`config.mk`:
```
export PLATFORM = sky130hd
export DESIGN_NAME = mesh_result_streamer
export DESIGN_NICKNAME = d
export VERILOG_FILES = /design/src/rtl/mesh_result_streamer.sv
export SDC_FILE = /design/constraint.sdc
export NUM_CORES = 1
export LEC_CHECK = 0
export ABC_AREA = 1
export BUFFER_PORTS_ARGS = -buffer_cell sky130_fd_sc_hd__buf_2
export CAP_MARGIN = 30
export CORE_ASPECT_RATIO = 0.75
export CORE_MARGIN = 1.5
export CORE_UTILIZATION = 30
export CTS_CLUSTER_SIZE = 20
export DETAILED_ROUTE_END_ITERATION = 7
export GPL_TIMING_DRIVEN = 0
export MAX_ROUTING_LAYER = met4
export PLACE_DENSITY = 0.44
export SYNTH_ARGS = -nofsm -noshare
export SYNTH_HDL_FRONTEND = slang
export SYNTH_SLANG_ARGS = --single-unit
```
`constraint.sdc`:
```
create_clock -name clk_i -period 2.83 [get_ports clk_i]
set_input_delay 0.566 -clock clk_i [delete_from_list [all_inputs] [get_ports clk_i]]
set_output_delay 0.566 -clock clk_i [all_outputs]
set_load 0.01 [all_outputs]
```
`src/rtl/mesh_result_streamer.sv`:
```
// Drains the mesh result SRAM after collection completes and streams every word out on valid/ready.
// Optional MESH_STREAM_TILE_LAST_EN adds tile_last_o marking the final word of each tile.
`timescale 1ns/1ps
module mesh_result_streamer #(
  parameter int TILE_SIZE  = 8,
  parameter int DATA_WIDTH = 32,
  parameter int TILES_X    = 4,
  parameter int TILES_Y    = 4,
  parameter int FIFO_DEPTH = 4,
  localparam int TOTAL     = TILE_SIZE * TILE_SIZE * TILES_X * TILES_Y,
  localparam int AW        = $clog2(TOTAL)
) (
  input  logic                  clk_i,
  input  logic                  rstn_i,
  input  logic                  start_i,
  input  logic                  collection_complete_i,
  output logic                  mem_read_enable_o,
  output logic [AW-1:0]         mem_read_addr_o,
  input  logic [DATA_WIDTH-1:0] mem_read_data_i,
  input  logic                  mem_read_valid_i,
  output logic [DATA_WIDTH-1:0] m_data_o,
  output logic                  m_valid_o,
  input  logic                  m_ready_i,
  output logic                  m_last_o,
`ifdef MESH_STREAM_TILE_LAST_EN
  output logic                  tile_last_o,
`endif
  output logic                  busy_o,
  output logic                  done_o,
  output logic [2:0]            state_o
);

  // Stream handshake: a beat transfers on a rising edge where m_valid_o && m_ready_i;
  // once raised, m_valid_o/m_data_o/m_last_o hold until that transfer happens.

  localparam int TILE_AREA = TILE_SIZE * TILE_SIZE;
  localparam int PW        = (FIFO_DEPTH > 1) ? $clog2(FIFO_DEPTH) : 1;
  localparam int CW        = $clog2(FIFO_DEPTH + 1);

  localparam logic [AW-1:0] LAST_ADDR = AW'(TOTAL - 1);
  localparam logic [PW-1:0] PTR_MAX   = PW'(FIFO_DEPTH - 1);
  localparam logic [CW-1:0] DEPTH_C   = CW'(FIFO_DEPTH);

  localparam logic [2:0] S_IDLE    = 3'd0;
  localparam logic [2:0] S_WAIT    = 3'd1;
  localparam logic [2:0] S_READING = 3'd2;
  localparam logic [2:0] S_DRAIN   = 3'd3;
  localparam logic [2:0] S_DONE    = 3'd4;

  logic [2:0]            state, state_nxt;
  logic [AW-1:0]         addr, pend_addr;
  logic                  inflight;
  logic [PW-1:0]         wr_ptr, rd_ptr;
  logic [CW-1:0]         count;
  logic                  issue, push, pop;
  logic [DATA_WIDTH-1:0] fifo_data [FIFO_DEPTH];
  logic                  fifo_last [FIFO_DEPTH];
`ifdef MESH_STREAM_TILE_LAST_EN
  logic                  fifo_tlast [FIFO_DEPTH];
`endif

  // A read is issued only when a FIFO slot is guaranteed for its data (credit check).
  assign issue = (state == S_READING) && ((count + CW'(inflight)) < DEPTH_C);
  assign push  = mem_read_valid_i && inflight;
  assign pop   = m_valid_o && m_ready_i;

  assign mem_read_enable_o = issue;
  assign mem_read_addr_o   = addr;
  assign m_valid_o         = (count != '0);
  assign m_data_o          = m_valid_o ? fifo_data[rd_ptr] : '0;
  assign m_last_o          = m_valid_o && fifo_last[rd_ptr];
`ifdef MESH_STREAM_TILE_LAST_EN
  assign tile_last_o       = m_valid_o && fifo_tlast[rd_ptr];
`endif
  assign busy_o            = (state != S_IDLE);
  assign done_o            = (state == S_DONE);
  assign state_o           = state;

  always_comb begin
    state_nxt = state;
    case (state)
      S_IDLE:    if (start_i) state_nxt = collection_complete_i ? S_READING : S_WAIT;
      S_WAIT:    if (collection_complete_i) state_nxt = S_READING;
      S_READING: if (issue && (addr == LAST_ADDR)) state_nxt = S_DRAIN;
      // Leave as soon as the final beat is being popped so done_o follows it directly.
      S_DRAIN:   if (!inflight && ((count == '0) || ((count == CW'(1)) && pop)))
                   state_nxt = S_DONE;
      S_DONE:    state_nxt = S_IDLE;
      default:   state_nxt = S_IDLE;
    endcase
  end

  always_ff @(posedge clk_i or negedge rstn_i) begin
    if (!rstn_i) begin
      state     <= S_IDLE;
      addr      <= '0;
      pend_addr <= '0;
      inflight  <= 1'b0;
    end else begin
      state <= state_nxt;
      if ((state_nxt == S_READING) && (state != S_READING)) addr <= '0;
      else if (issue && (addr != LAST_ADDR))                 addr <= addr + AW'(1);
      if (issue) pend_addr <= addr;
      if (issue)                 inflight <= 1'b1;
      else if (mem_read_valid_i) inflight <= 1'b0;
    end
  end

  always_ff @(posedge clk_i or negedge rstn_i) begin
    if (!rstn_i) begin
      wr_ptr <= '0;
      rd_ptr <= '0;
      count  <= '0;
    end else begin
      if (push) wr_ptr <= (wr_ptr == PTR_MAX) ? '0 : wr_ptr + PW'(1);
      if (pop)  rd_ptr <= (rd_ptr == PTR_MAX) ? '0 : rd_ptr + PW'(1);
      case ({push, pop})
        2'b10:   count <= count + CW'(1);
        2'b01:   count <= count - CW'(1);
        default: count <= count;
      endcase
    end
  end

  // Storage is not reset; the outputs are gated by m_valid_o instead.
  always_ff @(posedge clk_i) begin
    if (push) begin
      fifo_data[wr_ptr] <= mem_read_data_i;
      fifo_last[wr_ptr] <= (pend_addr == LAST_ADDR);
`ifdef MESH_STREAM_TILE_LAST_EN
      fifo_tlast[wr_ptr] <= ((int'(pend_addr) % TILE_AREA) == (TILE_AREA - 1));
`endif
    end
  end

endmodule
```
==> flow_metrics.py, run 1 <==
metrics = {
    "pwr": {
        "power_leakage_nw": 3.30,
        "ir_worst_vdd_mv": 0.507,
        "power_density_mw_per_mm2": 1070,
        "report.power.total_mw": 9.08,
    },
    "die": {
        "io_pins": 88,
        "start_util": 0.310,
        "die_w_um": 179,
        "num_rows": 47,
        "fp.dieH_um": 135,
        "die_area_mm2": 0.0240,
        "core_mm2": 0.0223,
    },
    "drt": {
        "vias": 4754,
        "drt-initial-drc-count": 272,
        "postRouteAntennaNets": 0,
        "routed_wirelength_um": 17200,
        "vias_per_cell": 4.62,
        "drc": 0,
        "wl_per_cell_um": 16.7,
        "drt_first_pass_iters": 6,
    },
    "logic_synthesis": {
        "syn-num-nets": 660,
        "syn-cell-area_mm2": 0.00693,
        "yosys_register_bits": 163,
        "ys_seq_area_frac": 0.684,
        "yosys_warnings": 0,
        "avgSynthCellArea_um2": 11.3,
        "yosys.cell_types.count": 29,
        "synthesis.instances": 611,
    },
    "clock_tree": {
        "cts_made_buffers": 17,
        "htree_levels": 4,
        "path_clk_slew_ps": 70,
        "clk_latency_ps": 420,
        "cts.path.max_buffers": 2,
        "cts_root_buffer": "clkbuf_16",
        "cts_hold_buf": 0,
        "cts.sinks": 163,
        "post_cts_buffers": 0,
        "cts_tree": "yes",
    },
    "critical_path": {
        "critical_path_arrival_ps": 2070,
        "worst_ep_required_time_ps": 2260,
        "cp-end-kind": "output pin",
        "crit_start": "rd_ptr[0]",
        "crit_type": "reg2out",
        "critPathLaunchType": "flip-flop",
        "worstPathMaxFanout": 10,
        "reg2reg_depth": 10,
        "r2r_start": "count[1]",
    },
    "final_layout": {
        "final_cell_mix": "142 x nor2_1, 132 x edfxtp_1, 93 x buf_2, 62 x o21ai_0, 55 x nand2_1",
        "fillers": 2182,
        "final_nets": 770,
        "utilization": 0.378,
        "synthToLayoutAreaGrowth_pct": 21.9,
        "final_layout_size_suffix_gt1_frac": 0.232,
        "layout_commonest_cell": "nor2_1",
    },
    "global_routing": {
        "grt_max_degree": 32,
        "gr-total-overflow": 0,
        "grt_use_total": 0.157,
        "antenna_found_initial": 3,
        "grt_pass1_vias": 4821,
        "grt_pass1_wl_um": 27200,
    },
    "timing": {
        "holdWs_ps": 203,
        "rsz0062_at_grt": "no",
        "worst-slew-pin-transition_ps": 726,
        "fmax_mhz": 379,
        "fin_skew_ps": 11.6,
        "layout_worst_path_cycle_share": 0.931,
        "drv_slew": 0,
        "setup_viol_count_final": 0,
        "setup-tns-final_ps": 0,
        "fin_crit_ps": 2640,
        "max_slew_margin": 0.516,
        "hold_viol": 0,
    },
    "placement": {
        "port_buffers": 87,
        "place.gp.congestion": 0.786,
        "hpwlAfterDp_um": 11100,
    },
    "worst_hold_path": {
        "hold_class": "in2async",
    },
    "run_status": {
        "outcome": "finished clean",
    },
    "flow_run": {
        "cap_violations": 0,
    },
}
-- per-layer routing --
metal / track usage / vias to the layer above / share of wire
li1: - / 2336 / -
met1: 0.209 / 2300 / 0.47
met2: 0.237 / 104 / 0.46
met3: 0.0391 / 14 / 0.053
met4: 0.0472 / 0 / 0.012
met5: - / - / 0
-- power by group --
group          total [mW]  leakage [nW]  switching, mW  internal, mW
clock network        2.29         0.278          0.977          1.31
registers            3.29          1.60          0.273          3.02
logic                3.50          1.43           2.29          1.21
total                9.08          3.30           3.54          5.54
-- kinds of logic (layout without fill, tap and decap cells) --
| kind of cell | after synthesis | in the layout | synth area share |
|---|---|---|---|
| and+or+nand+nor | 252 | 252 | 0.164 |
| DFF | 163 | 163 | 0.684 |
| AOI/OAI and AO/OA | 119 | 119 | 0.0863 |
| buffers and inverters | 60 | 182 | 0.0383 |
| adders and majority gates | 11 | 11 | 0.0199 |
| xor gates and xnor gates | 6 | 6 | 0.00758 |
| other | 0 | 3 | 0 |
-- cell type report --
class / count / area [um^2] / share of cell area
Antenna cell: 3 / 7.51 / 0.000888
Inverter: 33 / 124 / 0.0147
Clock buffer: 17 / 425 / 0.0503
Sequential cell: 163 / 4740 / 0.561
Tap cell: 294 / 368 / 0.0435
Buffer: 27 / 150 / 0.0178
Clock inverter: 14 / 151 / 0.0179
Multi-Input combinational cell: 388 / 1970 / 0.233
Timing Repair Buffer: 91 / 515 / 0.0610
-- sequential cells by signal, summed over array words and instances, names as in the netlist --
name,cells
inflight,1
mem_read_addr_o,10
state_o,3
fifo_last,4
wr_ptr,2
count,3
rd_ptr,2
pend_addr,10
fifo_data,128
-- synthesized netlist by cell type (all sizes together) --
master  count  area share
nand2      58       0.032
a21oi      37       0.027
nor2      154       0.091
ha         11       0.020
dfrtp      31        0.11
nand3      25       0.026
clkbuf     15      0.0087
nor3        3      0.0022
buf        12       0.012
xnor2       2      0.0025
edfxtp    132        0.57
inv        33       0.018
o21ai      81       0.058
nand4      11       0.012
xor2        4      0.0051
o21bai      1      0.0011
nor4        1     0.00090
-- repair_timing --
action                                  in CTS  in global routing
resized for setup                            5                  8
pin swaps                                    0                  0
endpoints found under the setup margin      30                  6
-- worst max-delay path, cell delays in order, from the launching register on --
cell,delay (ps)
dfrtp_1,390
buf_2,160
inv_1,100
clkbuf_1,430
o21ai_0,170
a21oi_1,230
buf_2,170
-- path summary, 6_finish.rpt --
check / endpoint / slack, ps
min in group clk_i: fifo_data[1][16] / 350
setup / recovery: m_data_o[8] / 190
max in group asynchronous: count[0] / 2110
hold reg to reg: pend_addr[1] / 480
setup reg to reg: count[2] / 730
hold / removal: pend_addr[3] / 200
-- stage by stage --
step                cells  setup slack, ps  area (um^2)
CTS                  1027             48.1         8430
detailed placement    996              195         7850
floorplan             611              259         6930
finish               1030              194         8450
global route         1030             12.0         8450
global placement      992            -1330         7740
Power figures use the tool's default switching activity.
==> run 2: changes to the inputs <==
--- a/config.mk
+++ b/config.mk
@@ -6,5 +6,4 @@
 export NUM_CORES = 1
 export LEC_CHECK = 0
-export ABC_AREA = 1
 export BUFFER_PORTS_ARGS = -buffer_cell sky130_fd_sc_hd__buf_2
 export CAP_MARGIN = 30
@@ -12,4 +11,5 @@
 export CORE_MARGIN = 1.5
 export CORE_UTILIZATION = 30
+export CTS_BUF_LIST = sky130_fd_sc_hd__clkbuf_2 sky130_fd_sc_hd__clkbuf_4 sky130_fd_sc_hd__clkbuf_8
 export CTS_CLUSTER_SIZE = 20
 export DETAILED_ROUTE_END_ITERATION = 7
==> constraint.sdc (replaced) <==
create_clock -name clk_i -period 2.83 [get_ports clk_i]
set_input_delay 0.1415 -clock clk_i [delete_from_list [all_inputs] [get_ports clk_i]]
set_output_delay 0.1415 -clock clk_i [all_outputs]
set_load 0.01 [all_outputs]
==> run 2 against run 1 <==
Net effect: area after synthesis decreased by 4.2%; clock-buffer cell count increased by 1; cell area decreased by 2.2%; sequential share of layout area increased by 1.2 points; cell count decreased by 19%; power decreased by 17%; critical endpoint unchanged; highest routed layer unchanged.
==> flow_metrics.py, run 2 <==
metrics = {
    "die": {
        "io_pins": 88,
        "start_util": 0.310,
        "core_mm2": 0.0214,
        "die_area_mm2": 0.0230,
        "fp.dieH_um": 132,
        "die_w_um": 175,
        "num_rows": 46,
    },
    "clock_tree": {
        "clk_latency_ps": 440,
        "cts_made_buffers": 17,
        "path_clk_slew_ps": 90,
        "cts_root_buffer": "clkbuf_8",
        "post_cts_buffers": 0,
        "htree_levels": 4,
        "cts.sinks": 163,
        "cts_tree": "yes",
        "cts.path.max_buffers": 2,
    },
    "global_routing": {
        "antenna_found_initial": 1,
        "grt_max_degree": 32,
        "grt_pass1_vias": 3943,
        "gr-total-overflow": 0,
        "grt_use_total": 0.133,
        "grt_pass1_wl_um": 22200,
    },
    "critical_path": {
        "worstPathMaxFanout": 10,
        "critical_path_arrival_ps": 2460,
        "r2r_start": "count[0]",
        "crit_top_cell": "clkbuf_1",
        "slowest_stage": "clkbuf_1",
        "crit_chain": "clkbuf_1, clkbuf_1, mux4_2, and2_1, buf_2",
        "cp-end-kind": "output pin",
        "crit_start": "rd_ptr[1]",
        "crit_type": "reg2out",
        "max_stage_delay_ps": 620,
        "worst_ep_required_time_ps": 2690,
        "critPathLaunchType": "flip-flop",
    },
    "placement": {
        "place.gp.congestion": 0.801,
        "dpl.cell_count": 764,
        "hpwlAfterDp_um": 9070,
        "placed_cell_area_mm2": 0.00752,
        "port_buffers": 87,
    },
    "timing": {
        "fin_crit_ps": 2600,
        "fin_skew_ps": 10.7,
        "fmax_mhz": 385,
        "setup_viol_count_final": 0,
        "layout_worst_path_cycle_share": 0.918,
        "setup-tns-final_ps": 0,
        "drv_slew": 0,
        "worst-slew-pin-transition_ps": 878,
        "rsz0062_at_grt": "no",
        "hold_viol": 0,
        "max_slew_margin": 0.410,
    },
    "final_layout": {
        "regMostFlops": "fifo_data",
        "synthToLayoutAreaGrowth_pct": 24.5,
        "layout_commonest_cell": "edfxtp_1",
        "layoutNonFillerInstCount": 831,
        "final_cell_mix": "132 x edfxtp_1, 94 x buf_2, 36 x nand2_1, 34 x and2_1, 34 x dlygate4sd3_1",
        "final_nets": 578,
        "design_area_mm2": 0.00827,
        "final_layout_size_suffix_gt1_frac": 0.312,
        "largest_register_ffs": 128,
    },
    "logic_synthesis": {
        "ys_seq_area_frac": 0.714,
        "synthTopCellsByCount": "132 x edfxtp_1, 36 x nand2_1, 34 x and2_1, 33 x mux4_2, 31 x dfrtp_1",
        "synth-edff-count": 132,
        "synth_top_cell_area_share": 0.597,
        "yosysMostFrequentCell": "edfxtp_1",
        "yosys_warnings": 0,
        "synthesis.instances": 385,
        "synth_area_leaders": "edfxtp_1 60%, dfrtp_1 12%, mux4_2 11%",
        "yosys_register_bits": 163,
        "syn-cell-area_mm2": 0.00664,
        "yosys.cell_types.count": 35,
        "syn-num-nets": 434,
        "synthArstFlopShare": 0.190,
        "avgSynthCellArea_um2": 17.2,
        "ys.flop_type": "edfxtp_1",
        "synth_top_cell_by_area": "edfxtp_1",
    },
    "drt": {
        "drc": 0,
        "vias_per_cell": 4.57,
        "routed_wirelength_um": 14200,
        "drt_first_pass_iters": 4,
        "vias": 3798,
        "drt-initial-drc-count": 228,
        "postRouteAntennaNets": 0,
        "wl_per_cell_um": 17.1,
    },
    "pwr": {
        "swShare": 0.324,
        "power_leakage_nw": 3.08,
        "ir_worst_vdd_mv": 0.360,
        "power_density_mw_per_mm2": 909,
        "p_clk_frac": 0.228,
        "sequentialPowerShare": 0.417,
        "cellInternalPower_mw": 5.08,
        "p_sw_mw": 2.44,
        "pwr-share-comb": 0.355,
    },
    "worst_hold_path": {
        "hp-start": "collection_complete_i",
        "hold_class": "in2reg",
    },
    "flow_run": {
        "cap_violations": 0,
    },
    "run_status": {
        "outcome": "finished clean",
    },
}
==> run 2: final timing paths <==
kind	to	slack [ps]	cells past startpoint
hold / removal	state_o[0]	130	4
setup reg to reg	count[2]	770	9
min in group asynchronous	mem_read_addr_o[7]	280	2
hold reg to reg	pend_addr[9]	480	2
setup / recovery	m_data_o[8]	230	5
max in group asynchronous	rd_ptr[0]	2060	2
==> run 2: layout make-up <==
type	instances	area (um^2)
plain buffers	18	91.3
well taps	288	360
repair buffers	125	856
diodes	1	2.50
fillers	2040	13100
clock buffers	18	241
clock inverters	14	161
multi-input cells	193	1770
inverters	11	41.3
flip-flops and latches	163	4740
==> run 2: critical path, delay by kind of cell (launching register included) <==
| kind | cells | cell delay (ps) |
|---|---|---|
| simple gates | 1 | 190 |
| buf+inv | 3 | 1080 |
| flops | 1 | 350 |
| mux | 1 | 400 |
==> run 2: stage by stage <==
step / total power, mW / hold WS [ps] / utilization / setup slack [ps]
after floorplan: 4.88 / -154 / - / 962
after global placement: 5.84 / 239 / 0.347 / 174
after detailed placement: 5.90 / 249 / 0.351 / 623
after CTS: 7.68 / 81.4 / 0.386 / 106
after global routing: 8.00 / 111 / 0.386 / 27.1
final: 7.52 / 134 / 0.386 / 231
==> run 2: what timing repair did <==
item,in CTS,in global routing
resized for setup,0,0
hold buffers,34,0
endpoints found under the hold margin,160,0
==> run 2: per-layer routing <==
layer,share of wire,vias to the layer above,global-route usage,routed length (um)
met3,0.042,11,0.0355,589
met4,0.011,0,0.0427,150
met1,0.48,1944,0.176,6760
met2,0.47,72,0.199,6680
li1,-,1771,-,-
met5,0,-,-,0
==> run 2: power groups by stage <==
stage	sequential (mW)	clock, mW	combinational [mW]
final	3.13	1.72	2.67
after floorplan	3.16	0	1.72
after global routing	3.18	1.88	2.94
after global placement	3.19	0	2.65
after detailed placement	3.19	0	2.71
after CTS	3.14	1.78	2.75
==> run 2: cells by family after synthesis <==
logic type,Yosys count,synth area share
compound gates,23,0.0205
xor+xnor,3,0.00396
fa+ha+maj,11,0.0207
buf+inv,29,0.0200
flops,163,0.714
mux,40,0.123
simple gates,116,0.0982
